--- config.mk ---
export PLATFORM = sky130hd
export DESIGN_NAME = dmem_arbiter
export DESIGN_NICKNAME = d
export VERILOG_FILES = /design/src/rtl/dmem_arbiter.sv
export SDC_FILE = /design/constraint.sdc
export NUM_CORES = 1
export LEC_CHECK = 0
export BUFFER_PORTS_ARGS = -buffer_cell sky130_fd_sc_hd__buf_2
export CAP_MARGIN = 30
export CORE_ASPECT_RATIO = 1.75
export CORE_MARGIN = 3
export CORE_UTILIZATION = 44
export CTS_CLUSTER_DIAMETER = 100
export CTS_CLUSTER_SIZE = 8
export DETAILED_ROUTE_END_ITERATION = 8
export PLACE_DENSITY = 0.79
export RECOVER_POWER = 100
export SETUP_SLACK_MARGIN = 0.5
export SLEW_MARGIN = 15
export SYNTH_ARGS = -nofsm -noshare
export SYNTH_HDL_FRONTEND = slang
export SYNTH_SLANG_ARGS = --single-unit
--- constraint.sdc ---
create_clock -name clk -period 2.2 [get_ports clk]
set_input_delay 0.11 -clock clk [delete_from_list [all_inputs] [get_ports clk]]
set_output_delay 0.11 -clock clk [all_outputs]
set_load 0.02 [all_outputs]
--- src/rtl/dmem_arbiter.sv ---
// dmem_arbiter: round-robin two-port arbiter and single-cycle access sequencer for the data memory
module dmem_arbiter #(
  parameter int DEPTH = 206
) (
  input  logic        clk,
  input  logic        reset,
  input  logic        req0,
  input  logic        req1,
  input  logic        we0,
  input  logic        we1,
  input  logic [31:0] addr0,
  input  logic [31:0] addr1,
  input  logic [31:0] wdata0,
  input  logic [31:0] wdata1,
  output logic        ack0,
  output logic        ack1,
  output logic        err0,
  output logic        err1,
  output logic [31:0] rdata,
  output logic        busy,
  output logic [31:0] mem_addr,
  output logic [31:0] mem_din,
  output logic        mem_we,
  input  logic [31:0] mem_dout
);
  typedef enum logic [1:0] {IDLE, ACCESS, DONE} state_t;
  state_t      state;
  logic        sel, last_grant, we_q, oob;
  logic        e0, e1, grant, win;
  logic [31:0] win_addr;
  // eligibility excludes the port being acked in DONE; ties go to the port not granted last
  always_comb begin
    e0 = req0 & ~(state == DONE & ~sel);
    e1 = req1 & ~(state == DONE & sel);
    grant = (state != ACCESS) & (e0 | e1);
    win = (e0 & e1) ? ~last_grant : e1;
    win_addr = win ? addr1 : addr0;
  end
  assign busy = state != IDLE;
  assign mem_we = (state == ACCESS) & we_q & ~oob & ~reset;
  // sequencer: grant latches the winner's request, ACCESS captures read data, DONE acks
  always_ff @(posedge clk) begin
    if (reset) begin
      state <= IDLE;
      ack0 <= 1'b0;
      ack1 <= 1'b0;
      err0 <= 1'b0;
      err1 <= 1'b0;
      rdata <= '0;
      mem_addr <= '0;
      mem_din <= '0;
      we_q <= 1'b0;
      oob <= 1'b0;
      last_grant <= 1'b1;
      sel <= 1'b0;
    end else begin
      ack0 <= (state == ACCESS) & ~sel;
      ack1 <= (state == ACCESS) & sel;
      err0 <= (state == ACCESS) & ~sel & oob;
      err1 <= (state == ACCESS) & sel & oob;
      if (state == ACCESS) begin
        if (!we_q) rdata <= oob ? '0 : mem_dout;
        state <= DONE;
      end else if (grant) begin
        state <= ACCESS;
        sel <= win;
        last_grant <= win;
        mem_addr <= win_addr;
        mem_din <= win ? wdata1 : wdata0;
        we_q <= win ? we1 : we0;
        oob <= win_addr >= 32'(DEPTH);
      end else begin
        state <= IDLE;
      end
    end
  end
endmodule

==> Yosys cells after proc, flatten, opt, wreduce, memory -nomap -nowiden <==
Cells that the tools add are included.
Widths: inputs -> output; s select.
{ "word_totals": {"regBits": 106, "latchBits": 0, "ramBits": 0, "mem_bits_ro": 0, "in_bits": 166, "output_inout_bits": 102, "elab_cells": 50, "n_memories": 0} }
{ "op_classes": {"n_addsub": 0, "multipliers": 0, "div_mod_pow": 0, "magnitude_cmp": 1, "n_eq_ne": 3, "shifts": 0, "muxes": 7, "bitwise": 22, "n_reduce_logical": 4} }
{ "op_table": {"columns": ["op", "n"], "rows": [
  ["$mux 32", 3],
  ["$ge 32x8->1 const B", 1],
  ["$and 1x1->1", 13],
  ["$not 1->1", 8],
  ["$reduce_and 2->1", 2],
  ["$mux 1", 3],
  ["$eq 2x1->1 const B", 1],
  ["$eq 2x2->1 const B", 1],
  ["$mux 2", 1],
  ["$ne 2x1->1 const B", 1],
  ["$reduce_bool 2->1", 1],
  ["$reduce_or 2->1", 1],
  ["$or 1x1->1", 1]
]} }

==> Logic depth before layout (Yosys ltp) <==
Gate-level depths: netlist (run 1).
{ "logic_depth": {"depth_word": 8, "mapped_depth": 8, "depth_no_buf": 5} }

==> Least setup slack after synthesis (run 1) <==
No wires, ideal clock.
{ "synth_path": {"path_type": "register -> register", "start": "reg sel", "end": "reg mem_addr[26]", "setup_ns": 0.133, "t_arrival_ns": 1.525, "required_ns": 2.067, "slack_ns": 0.542, "stages_incl_launch_ff": 8, "n_path_buf": 3, "period_less_slack_ns": 1.658, "cell_sequence": "dfxtp_1 > mux2_1 > o221a_2 > buf_4 > buf_6 > buf_4 > nor2_1 > a211oi_2"} }
{ "synth_between": {"elab_chain_cells": 7, "elab_cells_between_ends": 13, "cone_classes": "mux (2); bitwise (10); reduce/logical (1)"} }
{ "synth_rtl": {"columns": ["item", "line_no", "source"], "rows": [
  ["start, declared", "28", "logic sel, last_grant, we_q, oob;"],
  ["start signal, assigned", "66", "sel <= win;"],
  ["$not 1->1", "33", "e0 = req0 & ~(state == DONE & ~sel);"],
  ["$and 1x1->1", "33", null],
  ["$not 1->1", "33", null],
  ["$and 1x1->1", "33", null],
  ["$and 1x1->1 / $or 1x1->1 (equally long branches)", "36, 35", null],
  ["$mux 1 / $and 1x1->1 (equally long branches)", "36, 35", null],
  ["$mux 32 / $reduce_and 2->1 (equally long branches)", null, null],
  ["end signal, assigned", "68", "mem_addr <= win_addr;"],
  ["end, declared", "21", "output logic [31:0] mem_addr,"]
]} }
Several ways; a longest one is shown, not always the timed one.
A chain may end at the register's enable or synchronous reset.

==> Worst setup path in the final report (run 1) <==
{ "layout_path": {"start": "reg sel", "end": "reg mem_din[8]"} }
{ "layout_between": {"elab_chain_cells": 7, "elab_cells_between_ends": 13, "cone_classes": "mux (2); bitwise (10); reduce/logical (1)"} }
{ "layout_rtl": {"columns": ["item", "line_no", "source"], "rows": [
  ["$not 1->1", "33", null],
  ["$and 1x1->1", "33", null],
  ["$not 1->1", "33", null],
  ["$and 1x1->1", "33", null],
  ["$and 1x1->1 / $or 1x1->1 (equally long branches)", "36, 35", null],
  ["$mux 1 / $and 1x1->1 (equally long branches)", "36, 35", null],
  ["$mux 32 / $reduce_and 2->1 (equally long branches)", null, null],
  ["end signal, assigned", "69", "mem_din <= win ? wdata1 : wdata0;"],
  ["end, declared", "22", "output logic [31:0] mem_din,"]
]} }
Several ways; a longest one is shown, not always the timed one.

==> impl_results.md, run 1 <==
* H-tree levels at 3
* Post-Syn Instances at slightly below 500
* Count leader, synth: dfxtp_1
* I/O Buffers at 267
* Pleak at between 2 and 3 nW
* Switching Fraction at slightly above 30%
* Post-synthesis cell area at 4608 um^2
* Synth Flop Type: dfxtp_1
* Ports at 268
* Antenna-violating nets left at 0
* Iteration-0 DRC count of the detailed router at about 180
* Final period util at 85.04%
* Most common library cells after synthesis: dfxtp_1, nor2_1, mux2i_1
* Maximum clock frequency at approximately 0.53 GHz
* Clk_skew at about 0.0097 ns
* Register area share after synthesis at 46.05%
* Area of the multi-input gates at 2270 um^2
* Number of max-cap violations at 0
* Sink Count at between 100 and 150
* Synth area leaders: dfxtp_1, mux2i_1, a211oi_1
* Total wire length at 14.96 mm
* Die W at ~83 um
* Antenna Cells at 0
* Int Pwr at roughly 3.6 mW
* Drt drc at 0
* Post-synthesis cell type count at 30
* Fill count at between 900 and 1000
* WS Path Type: reg -> reg
* Relative slew margins at between 50% and 60%
* Setup Viol. Count Final at 0
* Vias in the first global route at ~4800
* DR pass1 iterations at 4
* Setup total negative slack at 0 ns
* Post-layout worst setup margin at about 0.33 ns
* Largest net degree at the start of global routing at 67
* Asr flop ratio synth at 0%
* Dpl ws at approximately 0.25 ns
* CP Launch Type: flip-flop
* Layout cells sized above 1 at 28.65%
* Crit. End Element: flip-flop
* Hold Buf Count CTS at 0
* Number of synthesized flops with an enable pin at 0
* GP Congestion at 0.9214
* Clk pin slew, worst setup/hold paths at roughly 0.070 ns
* DPL Wire Length at 11.32 mm
* Combinational Power Share at 23.8%
* RSZ-0062 raised after global routing: true
* Wire length per cell at 17.15 um
* Syn nets at 656
* Floorplan row count at 48
* GRT Resource Usage Total at 24.54%
* Outcome: completed
* Post-synthesis register bit count at 106
* Die area at ~12000 um^2
* Hold Crit Class: in -> reg
* Warnings from Yosys at 0
* DR vias/cell at 5.450
* Post-route minimum period at around 1.9 ns
* Top-area cell type share of the netlist area at 46.05%
* Final Hold Vio Count at 0
* Initial core utilization at 45.95%
* Largest fanout on the critical path at 19
* Max-slew violation count at 0
* NumNets Final at 908
* First-pass GRT wire length at 23.41 mm
* Sequential power share at between 40 and 50%
* GRT Residual Overflow at 0
* Worst endpoint required time at 2.40 ns
* Clock power frac at 33.5%
* CTS tree: yes
* P per Cell Area at 826.3 nW/um^2
* Clock Tree Buf Depth at 2
* Syn_area_per_cell at 9.404 um^2
* Worst vdd ir at 0.4381 mV
* Arrival time of the worst setup path at 2.07 ns
* Clock latency at the later pin of the worst-skew pair at 0.35 ns
* Area growth syn-to-layout at 36.49%
* Actual slew at the worst max-slew pin at 0.7005 ns
* Reg area at 2125 um^2
* Via count at 4752
* Net Sw Power at 1.586 mW
* CTS Buf Count at 9
* Post-synth top area cell: dfxtp_1
* Die height at 141.4 um
* Core area at 10030 um^2
* Initial antenna violation count at 1
* Clk root buf: clkbuf_16
[critical path: stages (launching register included)]
cell	delay [ns]
dfxtp_1	0.40
and3b_1	0.19
a311o_1	0.48
buf_12	0.26
mux2i_1	0.28
a211oi_2	0.10
[power groups by stage]
stage               combinational, mW  sequential, mW  clock (mW)
finish                           1.24            2.22        1.74
global route                     1.34            2.24        1.85
CTS                              1.28            2.21        1.77
detailed placement               1.23            2.25           0
global placement                 1.18            2.24           0
floorplan                       0.580            2.45           0
[cell usage in the layout (no fill, tap or decap), drive strengths merged]
master / synthesis / layout
nor3: 1 / 1
a32o: 1 / 1
bufinv: 0 / 2
a311o: 3 / 3
and2: 1 / 1
o221ai: 1 / 1
mux2: 1 / 1
or2: 2 / 2
nand3: 1 / 1
nand3b: 32 / 32
a21oi: 33 / 33
nor4: 12 / 12
nand4: 2 / 2
a31oi: 1 / 1
and3: 1 / 1
nand2: 35 / 35
nor2: 74 / 74
mux2i: 65 / 65
a211oi: 66 / 66
clkinv: 0 / 3
o221a: 1 / 2
nand2b: 2 / 2
clkbuf: 22 / 114
a211o: 1 / 1
buf: 23 / 181
nor4b: 1 / 1
and3b: 1 / 1
dfxtp: 106 / 106
inv: 1 / 2
[per-stage QoR]
| stage | cell area, um^2 | utilization [%] | power, mW | instances | hold slack (ns) |
|---|---|---|---|---|---|
| floorplan | 4608 | - | 3.028 | 490 | 0.2741 |
| global placement | 5933 | 59.16 | 3.427 | 845 | 0.3840 |
| detailed placement | 5933 | 59.16 | 3.477 | 845 | 0.3898 |
| CTS | 6399 | 63.80 | 5.262 | 871 | 0.01838 |
| global route | 6290 | 62.71 | 5.430 | 872 | 0.03318 |
| finish | 6290 | 62.71 | 5.197 | 872 | 0.03137 |
[flip-flops by register name, indices dropped and copies added (netlist names)]
register    flops
err1            1
rdata          32
oob             1
sel             1
mem_din        32
we_q            1
err0            1
ack1            1
mem_addr       32
last_grant      1
ack0            1
state           2
[path summary, 6_finish.rpt]
path | startpoint | to | slack (ns) | cells past startpoint
worst max-delay path | sel | mem_din[8] | 0.33 | 5
worst min-delay path | mem_dout[5] | rdata[5] | 0.03 | 3
worst max register to register | sel | mem_din[8] | 0.33 | 5
worst min register to register | rdata[29] | rdata[29] | 0.45 | 2
[metal layers]
layer,vias to the layer above,GRT usage [%],share of wire [%]
met5,-,0,0.074
met4,2,14.13,4.9
met3,49,6.682,7.5
met2,235,44.80,52
met1,2183,24.76,35
li1,2283,-,-
[cell families (layout without fill, tap and decap cells)]
kind of cell / count (synthesis) / count (layout) / synth area share [%]
AND/OR/NAND/NOR: 165 / 165 / 17.40
buffers and inverters: 46 / 302 / 5.892
AO/OA/AOI/OAI: 107 / 108 / 16.29
multiplexers: 66 / 66 / 14.36
flip-flops: 106 / 106 / 46.05
[area by class of cell]
cell class | count | share of cell area, %
sequential | 106 | 33.78
timing repair buffer | 285 | 22.40
clock inverter | 6 | 1.392
inverter | 1 | 0.05968
multi-input combinational | 339 | 36.09
clock buffer | 10 | 3.799
tap | 125 | 2.487
[repair_timing]
action	4_1_cts	5_1_grt
resized for setup	19	14
cloned	1	0
pin swaps	5	4
endpoints found under the setup margin	60	34
buffers inserted	9	1
Power figures use the tool's default switching activity.
==> inputs of run 2 (changes only) <==
- HOLD_SLACK_MARGIN: default -> 0.08
- MAX_ROUTING_LAYER: default -> met4
==> impl_results.md, run 2 (same netlist as run 1, synthesis figures left out) <==
* H-tree levels at 3
* P per Cell Area at just under 800 nW/um^2
* Area growth syn-to-layout at 44.28%
* Vias in the first global route at a little over 5000
* Max-slew violation count at 0
* Arrival time of the worst setup path at 2.20 ns
* GRT Residual Overflow at 0
* Worst path slowest cell: a311o_2
* Worst path buffer plus inverter count at 2
* Final period util at a little under 90%
* PnR Total Power at 5.279 mW
* Regs by FF count: mem_addr x32, mem_din x32, rdata x32
* Dpl ws at 0.2450 ns
* RSZ-0062 raised after global routing: true
* Maximum clock frequency at 0.5159 GHz
* I/O Buffers at 267
* Floorplan row count at 48
* Die height at 141.4 um
* Setup Viol. Count Final at 0
* Switching Fraction at 30.74%
* Via count at 5013
* Worst vdd ir at around 0.44 mV
* CTS tree: yes
* Sink Count at 106
* Pleak at 2.957 nW
* CP Launch Type: flip-flop
* Largest fanout on the critical path at 9
* Antenna-violating nets left at 0
* Clock latency at the later pin of the worst-skew pair at 0.34 ns
* Largest net degree at the start of global routing at 67
* Int Pwr at around 3.7 mW
* CP delay by family, top: compound AO/OA/AOI/OAI gates
* Clk pin slew, worst setup/hold paths at 0.07 ns
* Clk_skew at approximately 0.010 ns
* CTS Buf Count at 9
* Total wire length at 16.25 mm
* Sequential power share at 42.1%
* Crit. End Element: flip-flop
* Number of max-cap violations at 0
* Actual slew at the worst max-slew pin at 0.7110 ns
* Placed instance count at 845
* Post-route minimum period at approximately 1.9 ns
* Fill count at 858
* CP max stage delay at between 0.3 and 0.4 ns
* First-pass GRT wire length at 24.47 mm
* NumNets Final at about 940
* Commonest non-fill, non-tap cell in the layout: buf_2
* Cell Area, Placed at 5933 um^2
* Initial antenna violation count at 1
* Clock power frac at roughly a third
* Wire length per cell at 17.88 um
* Fin area at 6649 um^2
* WS Path Type: reg -> reg
* Hold Crit Class: in -> reg
* Crit-path cells: and3b_1 > a311o_2 > buf_12 > dlymetal6s2s_1 > mux2i_1 > a211oi_1
* Combinational Power Share at around 25%
* Drt drc at 0
* Flop2flop setup slack at 0.26 ns
* Die area at roughly 12000 um^2
* Iteration-0 DRC count of the detailed router at 168
* DR pass1 iterations at 5
* Core area at 10030 um^2
* Worst endpoint required time at 2.46 ns
* GP Congestion at 0.9376
* Setup total negative slack at 0 ns
* Clk root buf: clkbuf_16
* Outcome: completed
* Ports at ~270
* Die W at 83.36 um
* Post-layout worst setup margin at 0.2616 ns
* Most frequent cells in the layout: buf_2, dfxtp_1, clkbuf_1, nor2_1, mux2i_1
* Layout cells sized above 1 at 28.22%
* Net Sw Power at 1.623 mW
* Final Hold Vio Count at 0
* DPL Wire Length at approximately 11 mm
* GRT Resource Usage Total at a little over a quarter
* DR vias/cell at 5.515
* Clock Tree Buf Depth at 2
* Relative slew margins at between 50% and 60%
* Final std cells w/o fill at approximately 900
* Initial core utilization at 45.95%
## run 2: changes by cell type in the layout (fill, tap and decap cells not counted)
cell,before,now
dlygate4sd3_1,0,32
mux2i_1,65,61
mux2i_2,0,4
clkbuf_2,0,3
a311o_1,3,2
a311o_2,0,1
buf_6,1,0
clkbuf_1,103,104
diode_2,0,1
dlymetal6s2s_1,0,1
## run 2: timing repair
item / 4_1_cts / 5_1_grt
hold endpoints to repair: 32 / 0
cloned: 1 / 3
gates resized for setup: 19 / 16
hold buffers: 32 / 0
pin swaps: 5 / 26
endpoints found under the setup margin: 60 / 34
setup buffers: 9 / 2
## run 2: power groups by stage
stage / combinational, mW / clock, mW / sequential [mW]
after floorplan: 0.580 / 0 / 2.45
after global placement: 1.18 / 0 / 2.24
after detailed placement: 1.23 / 0 / 2.25
after CTS: 1.32 / 1.77 / 2.21
after global routing: 1.41 / 1.85 / 2.24
final: 1.31 / 1.75 / 2.22
## run 2: path summary, 6_finish.rpt
check | start | cells after the start | endpoint
setup / recovery | sel | 6 | mem_addr[5]
hold / removal | wdata1[2] | 3 | mem_din[2]
setup reg to reg | sel | 6 | mem_addr[5]
hold reg to reg | rdata[1] | 2 | rdata[1]
## run 2: worst reg2reg max path, stage by stage (launching register included)
cell,delay (ns)
dfxtp_1,0.35
and3b_1,0.20
a311o_2,0.38
buf_12,0.16
dlymetal6s2s_1,0.32
mux2i_1,0.21
a211oi_1,0.24
## run 2: area by class of cell
class,instances,area (um^2),area share (%)
multi-input cells,339,2286,34.38
flip-flops and latches,106,2125,31.95
repair buffers,321,1749,26.31
clock buffers,10,239.0,3.594
well taps,125,156.4,2.352
clock inverters,6,87.58,1.317
inverters,1,3.754,0.05645
diodes,1,2.502,0.03764
## run 2: per-layer routing
metal  GRT usage [%]  share of wire [%]
met1           26.81                 35
met2           48.14                 54
met3           4.765                6.4
met4           14.30                4.6
met5               -                  0
## run 2: through the flow
stage                     hold slack (ns)  utilization, %
after CTS                         0.09068           66.99
after global routing               0.1008           66.29
after detailed placement           0.3898           59.16
after floorplan                    0.2741               -
final                              0.1049           66.29
after global placement             0.3840           59.16
